File: config.mk
export PLATFORM = sky130hd
export DESIGN_NAME = fifo_rd_stream
export DESIGN_NICKNAME = d
export VERILOG_FILES = /design/src/rtl/fifo_rd_stream.sv
export SDC_FILE = /design/constraint.sdc
export NUM_CORES = 1
export LEC_CHECK = 0
export BUFFER_PORTS_ARGS = -buffer_cell sky130_fd_sc_hd__buf_2
export CAP_MARGIN = 20
export CORE_MARGIN = 5
export CORE_UTILIZATION = 35
export DETAILED_ROUTE_END_ITERATION = 10
export GPL_ROUTABILITY_DRIVEN = 0
export PLACE_DENSITY_LB_ADDON = 0.25
export SYNTH_ARGS = -nofsm -noshare
export SYNTH_HDL_FRONTEND = slang
export SYNTH_SLANG_ARGS = --single-unit
File: constraint.sdc
create_clock -name rclock -period 4.41 [get_ports rclock]
set_clock_uncertainty 0.05 [all_clocks]
set_input_delay 0.882 -clock rclock [delete_from_list [all_inputs] [get_ports rclock]]
set_output_delay 0.882 -clock rclock [all_outputs]
set_load 0.05 [all_outputs]
File: src/rtl/fifo_rd_stream.sv
// fifo_rd_stream
// ----------------------------------------------------------------------------
// Read-side output stage of the asynchronous FIFO. It issues read enables
// against the registered empty flag and captures the memory's registered read
// data into a 2-entry buffer. The buffered data leaves as a
// first-word-fall-through valid/ready stream. The block also reports a
// conservative read-domain fill level.
//
// Ports
//   rclock          read-domain clock
//   rreset          asynchronous active-low reset
//   empty           registered empty flag from the read-pointer stage
//   bin_rptr        binary read pointer (post-increment, registered)
//   gray_wptr_sync  gray write pointer, already synchronised into rclock
//   r_en            read request; a read is accepted on r_en & !empty
//   rdata           memory read data, valid one rclock after an accepted read
//   m_valid/m_data  output stream (head of the buffer)
//   m_ready         downstream accept
//   rd_level        registered words available: FIFO body + in-flight + buffered
//   dbg_state       buffer FSM state (number of entries held)
//
// Handshake: a word transfers on every rclock edge where m_valid & m_ready.
// While m_valid is high and m_ready is low, m_valid and m_data hold their
// values. m_valid never depends on m_ready.
// ----------------------------------------------------------------------------
module fifo_rd_stream #(
  parameter int DATA_WIDTH = 8,
  parameter int PTR_WIDTH  = 3
) (
  input  logic                  rclock,
  input  logic                  rreset,
  input  logic                  empty,
  input  logic [PTR_WIDTH:0]    bin_rptr,
  input  logic [PTR_WIDTH:0]    gray_wptr_sync,
  output logic                  r_en,
  input  logic [DATA_WIDTH-1:0] rdata,
  output logic                  m_valid,
  output logic [DATA_WIDTH-1:0] m_data,
  input  logic                  m_ready,
  output logic [PTR_WIDTH+1:0]  rd_level,
  output logic [1:0]            dbg_state
);

  // The state encoding is the number of buffered entries, so the state doubles
  // as the occupancy count.
  typedef enum logic [1:0] {
    B0 = 2'd0,
    B1 = 2'd1,
    B2 = 2'd2
  } buf_state_t;

  buf_state_t state;
  buf_state_t state_next;

  logic                  infl;
  logic                  pop;
  logic                  acc;
  logic [1:0]            occ;
  logic [2:0]            occ_after;
  logic [DATA_WIDTH-1:0] buf0;
  logic [DATA_WIDTH-1:0] buf1;
  logic [PTR_WIDTH:0]    wbin;
  logic [PTR_WIDTH:0]    body;
  logic [PTR_WIDTH+1:0]  level_next;

  assign occ       = state;
  assign dbg_state = state;
  assign pop       = m_valid & m_ready;
  assign acc       = r_en & !empty;

  // Occupancy once this cycle's arrival and departure have settled. A read is
  // only issued when that value leaves room. Data returned next cycle therefore
  // always finds a free slot, even if the consumer stalls.
  assign occ_after = {1'b0, occ} + {2'b00, infl} - {2'b00, pop};

  // ---------------- FSM: state register ----------------
  always_ff @(posedge rclock or negedge rreset) begin
    if (!rreset) begin
      state <= B0;
    end else begin
      state <= state_next;
    end
  end

  // ---------------- FSM: next-state logic ----------------
  always_comb begin
    state_next = state;
    case (state)
      B0: begin
        if (infl) state_next = B1;
      end
      B1: begin
        if (infl && !pop)      state_next = B2;
        else if (pop && !infl) state_next = B0;
      end
      B2: begin
        // The credit rule keeps infl low here, so only a pop moves us.
        if (pop) state_next = B1;
      end
      default: state_next = B0;
    endcase
  end

  // ---------------- FSM: outputs ----------------
  always_comb begin
    m_valid = (state != B0);
    r_en    = rreset & !empty & (occ_after < 3'd2);
  end

  // In-flight flag: the memory returns data exactly one cycle after acceptance.
  always_ff @(posedge rclock or negedge rreset) begin
    if (!rreset) begin
      infl <= 1'b0;
    end else begin
      infl <= acc;
    end
  end

  // Two-entry buffer. buf0 is always the head (oldest word) and buf1 is only
  // used in B2. When B1 pops and a word arrives in the same cycle, the arrival
  // goes straight into the head slot.
  always_ff @(posedge rclock or negedge rreset) begin
    if (!rreset) begin
      buf0 <= '0;
      buf1 <= '0;
    end else begin
      case (state)
        B0: begin
          if (infl) buf0 <= rdata;
        end
        B1: begin
          if (infl && pop) buf0 <= rdata;
          else if (infl)   buf1 <= rdata;
        end
        B2: begin
          if (pop) buf0 <= buf1;
        end
        default: begin
          buf0 <= buf0;
        end
      endcase
    end
  end

  assign m_data = buf0;

  // Gray to binary: each bit is the XOR of all gray bits at or above it.
  always_comb begin
    wbin = '0;
    for (int i = 0; i <= PTR_WIDTH; i++) begin
      wbin[i] = ^(gray_wptr_sync >> i);
    end
  end

  // The subtraction wraps naturally across the extra pointer bit. A lagging
  // synchronised write pointer can only make body smaller, never larger.
  assign body       = wbin - bin_rptr;
  assign level_next = {1'b0, body}
                    + {{(PTR_WIDTH + 1){1'b0}}, infl}
                    + {{PTR_WIDTH{1'b0}}, occ};

  always_ff @(posedge rclock or negedge rreset) begin
    if (!rreset) begin
      rd_level <= '0;
    end else begin
      rd_level <= level_next;
    end
  end

  // Arriving data must never find the buffer full.
  assert property (@(posedge rclock) disable iff (!rreset)
    !(infl && (state == B2) && !pop));

  // A stalled output word must stay put until it is accepted.
  assert property (@(posedge rclock) disable iff (!rreset)
    (m_valid && !m_ready) |=> (m_valid && $stable(m_data)));

endmodule

* After elaboration in Yosys (flattened, before gate mapping)
Cells that the tools add are included.
** Storage, ports and cells
- Bits in registers :: 24
- Input bits :: 20
- Output and inout bits :: 17
- Word-level logic and storage cells :: 47
** Cells by class
- $add $sub $neg :: 5
- $lt $le $gt $ge :: 1
- Equal/unequal tests :: 6
- Mux-type cells :: 9
- Bitwise logic cells :: 5
- Reduce and logical (&&, ||, !) cells :: 16
** Operators with widths (number)
- 8-bit 2-to-1 mux :: 3
- 8-bit case mux with 3 select lines :: 1
- 4-bit parity :: 4
- 2-bit 2-to-1 mux :: 4
- 2-bit != test (second input constant) :: 3
- 2-bit case mux with 3 select lines :: 1
- 3-bit AND reduction :: 2
- 4-bit by 1-bit adder with 5-bit output :: 1
- 5-bit by 2-bit adder with 5-bit output :: 1
- 1-bit AND :: 4
- 4-bit AND reduction :: 1
- 4-bit subtractor :: 1
- 2-bit by 1-bit adder with 3-bit output :: 1
- 1-bit logical AND :: 3
- 1-bit logical NOT :: 3
- 3-bit by 2-bit less-than comparator with 1-bit output (second input constant) :: 1
- 3-bit != test (second input constant) :: 1
- 3-bit nonzero test :: 1
- 3-bit by 1-bit subtractor with 3-bit output :: 1
- 2-bit by 1-bit == test with 1-bit output (second input constant) :: 1
- 2-bit == test (second input constant) :: 1
- 2-bit logical NOT :: 1
- 2-bit nonzero test :: 1
- 1-bit NOT :: 1

* Logic depth before layout (Yosys ltp)
- Word-level depth :: 6
- Gate-level depth with buffers :: 10
- Mapped depth without buffers :: 10

* Worst setup path before layout
No wires, ideal clock.
- Path kind :: register to output
- From :: reg state[1], in the netlist dbg_state[1]
- To :: out r_en
- Arrival :: 3502 ps
- Data required time :: 3478 ps
- Slack :: -24 ps
- Cell stages (with the launch flop) :: 8
- Path buffers :: 0
- Cell sequence :: dfrtp_1 or2_2 nand2_1 ha_1 or2b_1 fa_1 xor2_1 nor3_1
** Between the ends
- Cells in the longest elaborated chain, start to end :: 5
- Elaborated cells between the ends (all ways) :: 6
- Those cells by class :: add/sub: 2; order compare: 1; bitwise: 2; reduce/logical: 1
** Ends and longest elaborated chain
- start: declaration :: line 52 : buf_state_t state;
- start signal: assignment :: line 81 : state <= state_next;
- 2-bit nonzero test :: line 106 : m_valid = (state != B0);
- net m_valid :: line 37 : output logic m_valid,
- 1-bit AND :: line 68 : assign pop = m_valid & m_ready;
- 3-bit by 1-bit subtractor with 3-bit output :: line 74 : assign occ_after = {1'b0, occ} + {2'b00, infl} - {2'b00, pop};
- 3-bit by 2-bit less-than comparator with 1-bit output :: line 107 : r_en = rreset & !empty & (occ_after < 3'd2);
- 1-bit AND :: line 107
- end: declaration :: line 35 : output logic r_en,
The timed path passes the listed nets, and every way through them passes these cells.

* Worst setup path in the final report
- From :: reg state[1], in the netlist dbg_state[1]
- To :: out r_en
** Between the ends
- Cells in the longest elaborated chain, start to end :: 5
- Elaborated cells between the ends (all ways) :: 6
- Those cells by class :: add/sub: 2; order compare: 1; bitwise: 2; reduce/logical: 1
** Ends and longest elaborated chain (line)
- branches (longest 2 deep; another with 2-bit by 1-bit adder with 3-bit output)
- 3-bit by 1-bit subtractor with 3-bit output (*) :: 74
- 3-bit by 2-bit less-than comparator with 1-bit output (*) :: 107
- 1-bit AND (*) :: 107
Every way passes the cells marked *.

==> impl_metrics.yaml <==
detailed_routing:
  drtIter0Drc: 19
  wire_per_inst_um: 12.7
  route.vias.total: 843
  drt-total-wl_um: 2330
  firstDrtPassIters: 4
  vias_per_cell: 4.58
  drc_errors: 0
  final_antenna_net_count: 0
worst_setup_path:
  required_ps: 3480
  cp-startpoint: "dbg_state[1]"
  setup.worst_path.end_class: "primary output"
  crit_path_start_kind: "flop"
  worstPathArrival_ps: 2750
  cpMaxStageDelayCell: "dfrtp_1"
  cp_top_family: "simple AND/OR/NAND/NOR gates"
  critical_path_class: "flop to primary output"
  crit_chain: "or2_2, nand2_1, ha_1, or2b_1, fa_1, xor2_1, nor3_2, buf_2"
  cp_slowest_stage_delay_ps: 520
  worstReg2RegEnd: "m_data[6]"
  critPathMaxFanout: 10
  r2r_slack_ps: 2000
  worstSetupPathDepth: 8
  r2r_cells: 3
  r2r-start: "dbg_state[1]"
  cp-endpoint: "r_en"
  crit_buf_inv: 1
grt:
  grt_first_pass_wirelength_um: 3960
  antenna_found_initial: 0
  grt_pass1_vias: 899
  grt_max_degree: 26
  grt_overflow: 0
  track_usage_pct: 9.84
hold_path:
  hold_class: "flop to flop"
status:
  status: "complete, no violations"
place:
  hpwlAfterDp_um: 1870
  port-buffer-count: 36
sta:
  hold_ws_ps: 457
  worst_pin_slew_ps: 915
  fin_crit_sh_pct: 83.6
  setup_tns_ps: 0
  setup_viol: 0
  drv_slew: 0
  rsz0062_at_grt: "no"
  layout_min_cycle_time_ps: 3690
  fmaxAchievable_mhz: 271
  hold_viol: 0
  slew_headroom_pct: 38.8
pwr:
  vdd_ir_drop_max_uv: 169
  powerDensity_nw_per_um2: 694
  p_leak_uw: 0.000769
die:
  die_area_um2: 5020
  die_h_um: 70.9
  row_count: 22
  start_util_pct: 35.7
  core_um2: 3630
  fp.dieW_um: 70.9
  io_pins: 37
cells_and_area:
  diodes: 0
  layout-drive-gt1-share_pct: 41.9
  final_nets: 168
  fin_util_pct: 43.1
  area_growth_pct: 20.6
clock_network:
  post_cts.repair.setup_buffers: 0
  clockRootBuffer: "clkbuf_8"
  cts_tree: "yes"
  clockBufferDepth: 2
  cts.sinks: 24
  cts_resized: 0
  path_clk_slew_ps: 80
  numCtsBuffers: 3
  cts_hold_buf: 0
  clkLatencyLatePin_ps: 260
  h-tree-depth: 1
logic_synthesis:
  ys_warn_count: 0
  synth_nets: 129
  syn_avg_cell_area_um2: 13.1
  ys_types: 27
  ys_ff_latch: 24
  synthesis.area_um2: 1300
  ys_seq_area_share_pct: 46.3
  syn_inst: 99
flow_run:
  maxCapViolations: 0
[synth_stat cells]
cell	instances	share of area, %
ha_1	6	5.8
or2b_1	1	0.58
xnor3_1	1	1.7
mux2_1	8	6.9
nor2b_1	1	0.48
a32o_1	1	0.77
nand3_1	1	0.39
and3b_1	1	0.68
nor4bb_1	1	0.77
inv_1	8	2.3
fa_1	4	6.2
nand2_1	3	0.87
buf_6	1	0.87
o32ai_1	1	0.68
a21o_1	1	0.58
nand2b_1	1	0.48
mux2_2	16	14
a21oi_1	1	0.39
nor3_1	3	1.2
nor2_1	3	0.87
or2_2	1	0.48
xnor2_1	3	2.0
buf_4	1	0.58
o21ai_0	2	0.77
xor2_1	4	2.7
dfrtp_1	24	46
mux2i_1	1	0.77
[final cells by class]
class | count | area (µm²)
clock buffers | 3 | 41.3
flip-flops and latches | 24 | 601
multi-input cells | 65 | 653
inverters | 8 | 30.0
fillers | 377 | 2070
repair buffers | 36 | 180
well taps | 48 | 60.1
[power by group]
part           switching [µW]  internal [µW]  total [µW]  leakage, µW
registers                59.5            323         383     0.000292
clock network            61.7           60.9         123    0.0000216
logic                     387            193         580     0.000456
total                     508            578        1090     0.000769
[worst reg2reg max path, cell delays in order, from the launching register on]
cell and delay, ps:
dfrtp_1 580, nor2b_1 790, a32o_1 490, mux2_2 390
[cells by family after synthesis]
| family | count (synthesis) | share of synthesized area [%] |
|---|---|---|
| flip-flops | 24 | 46.3 |
| XOR/XNOR | 8 | 6.46 |
| AND/OR/NAND/NOR | 16 | 6.75 |
| AO/OA/AOI/OAI | 6 | 3.18 |
| multiplexers | 25 | 21.6 |
| buffers and inverters | 10 | 3.76 |
| adder cells (fa/ha/maj) | 10 | 12.0 |
[sequential cells by signal, indices dropped and copies added, names as in the netlist]
register / cells
buf1: 8
dbg_state: 2
infl: 1
m_data: 8
rd_level: 5
[placed cells by master, fill, tap and decap left out, types with 2 or more instances in the layout]
cell type,synthesis,layout
xnor2_1,3,3
clkbuf_8,0,3
mux2_2,16,16
ha_1,6,6
mux2_1,8,8
nor2_1,3,3
o21ai_0,2,2
dfrtp_1,24,24
xor2_1,4,4
nor3_1,3,2
inv_1,8,8
buf_2,0,36
nand2_1,3,3
fa_1,4,4
[worst min-delay path by stage]
stage | start | cells after the start | slack (ps) | endpoint
floorplan | buf1[0] | 1 | 430 | buf1[0]
global placement | buf1[5] | 1 | 430 | buf1[5]
detailed placement | m_data[0] | 1 | 440 | m_data[0]
CTS | m_data[0] | 1 | 460 | m_data[0]
global route | m_data[5] | 1 | 480 | m_data[5]
finish | m_data[0] | 1 | 460 | m_data[0]
[per-layer routing]
metal  vias up  global-route usage (%)  wire length [µm]
met5         -                       0                 0
met4         0                    5.01                23
met3         4                    1.28               114
met2        20                    17.7              1230
met1       406                    11.3               958
li1        413                       -                 -
[through the flow]
step	cells	cell area (µm²)	worst slack [ps]	total power [µW]
after floorplan	99	1300	401	841
after global placement	181	1520	887	960
after detailed placement	181	1520	818	980
after CTS	184	1570	707	1110
after global routing	184	1570	580	1160
final	184	1570	723	1090
No activity file was read; power rests on OpenSTA's default activity.
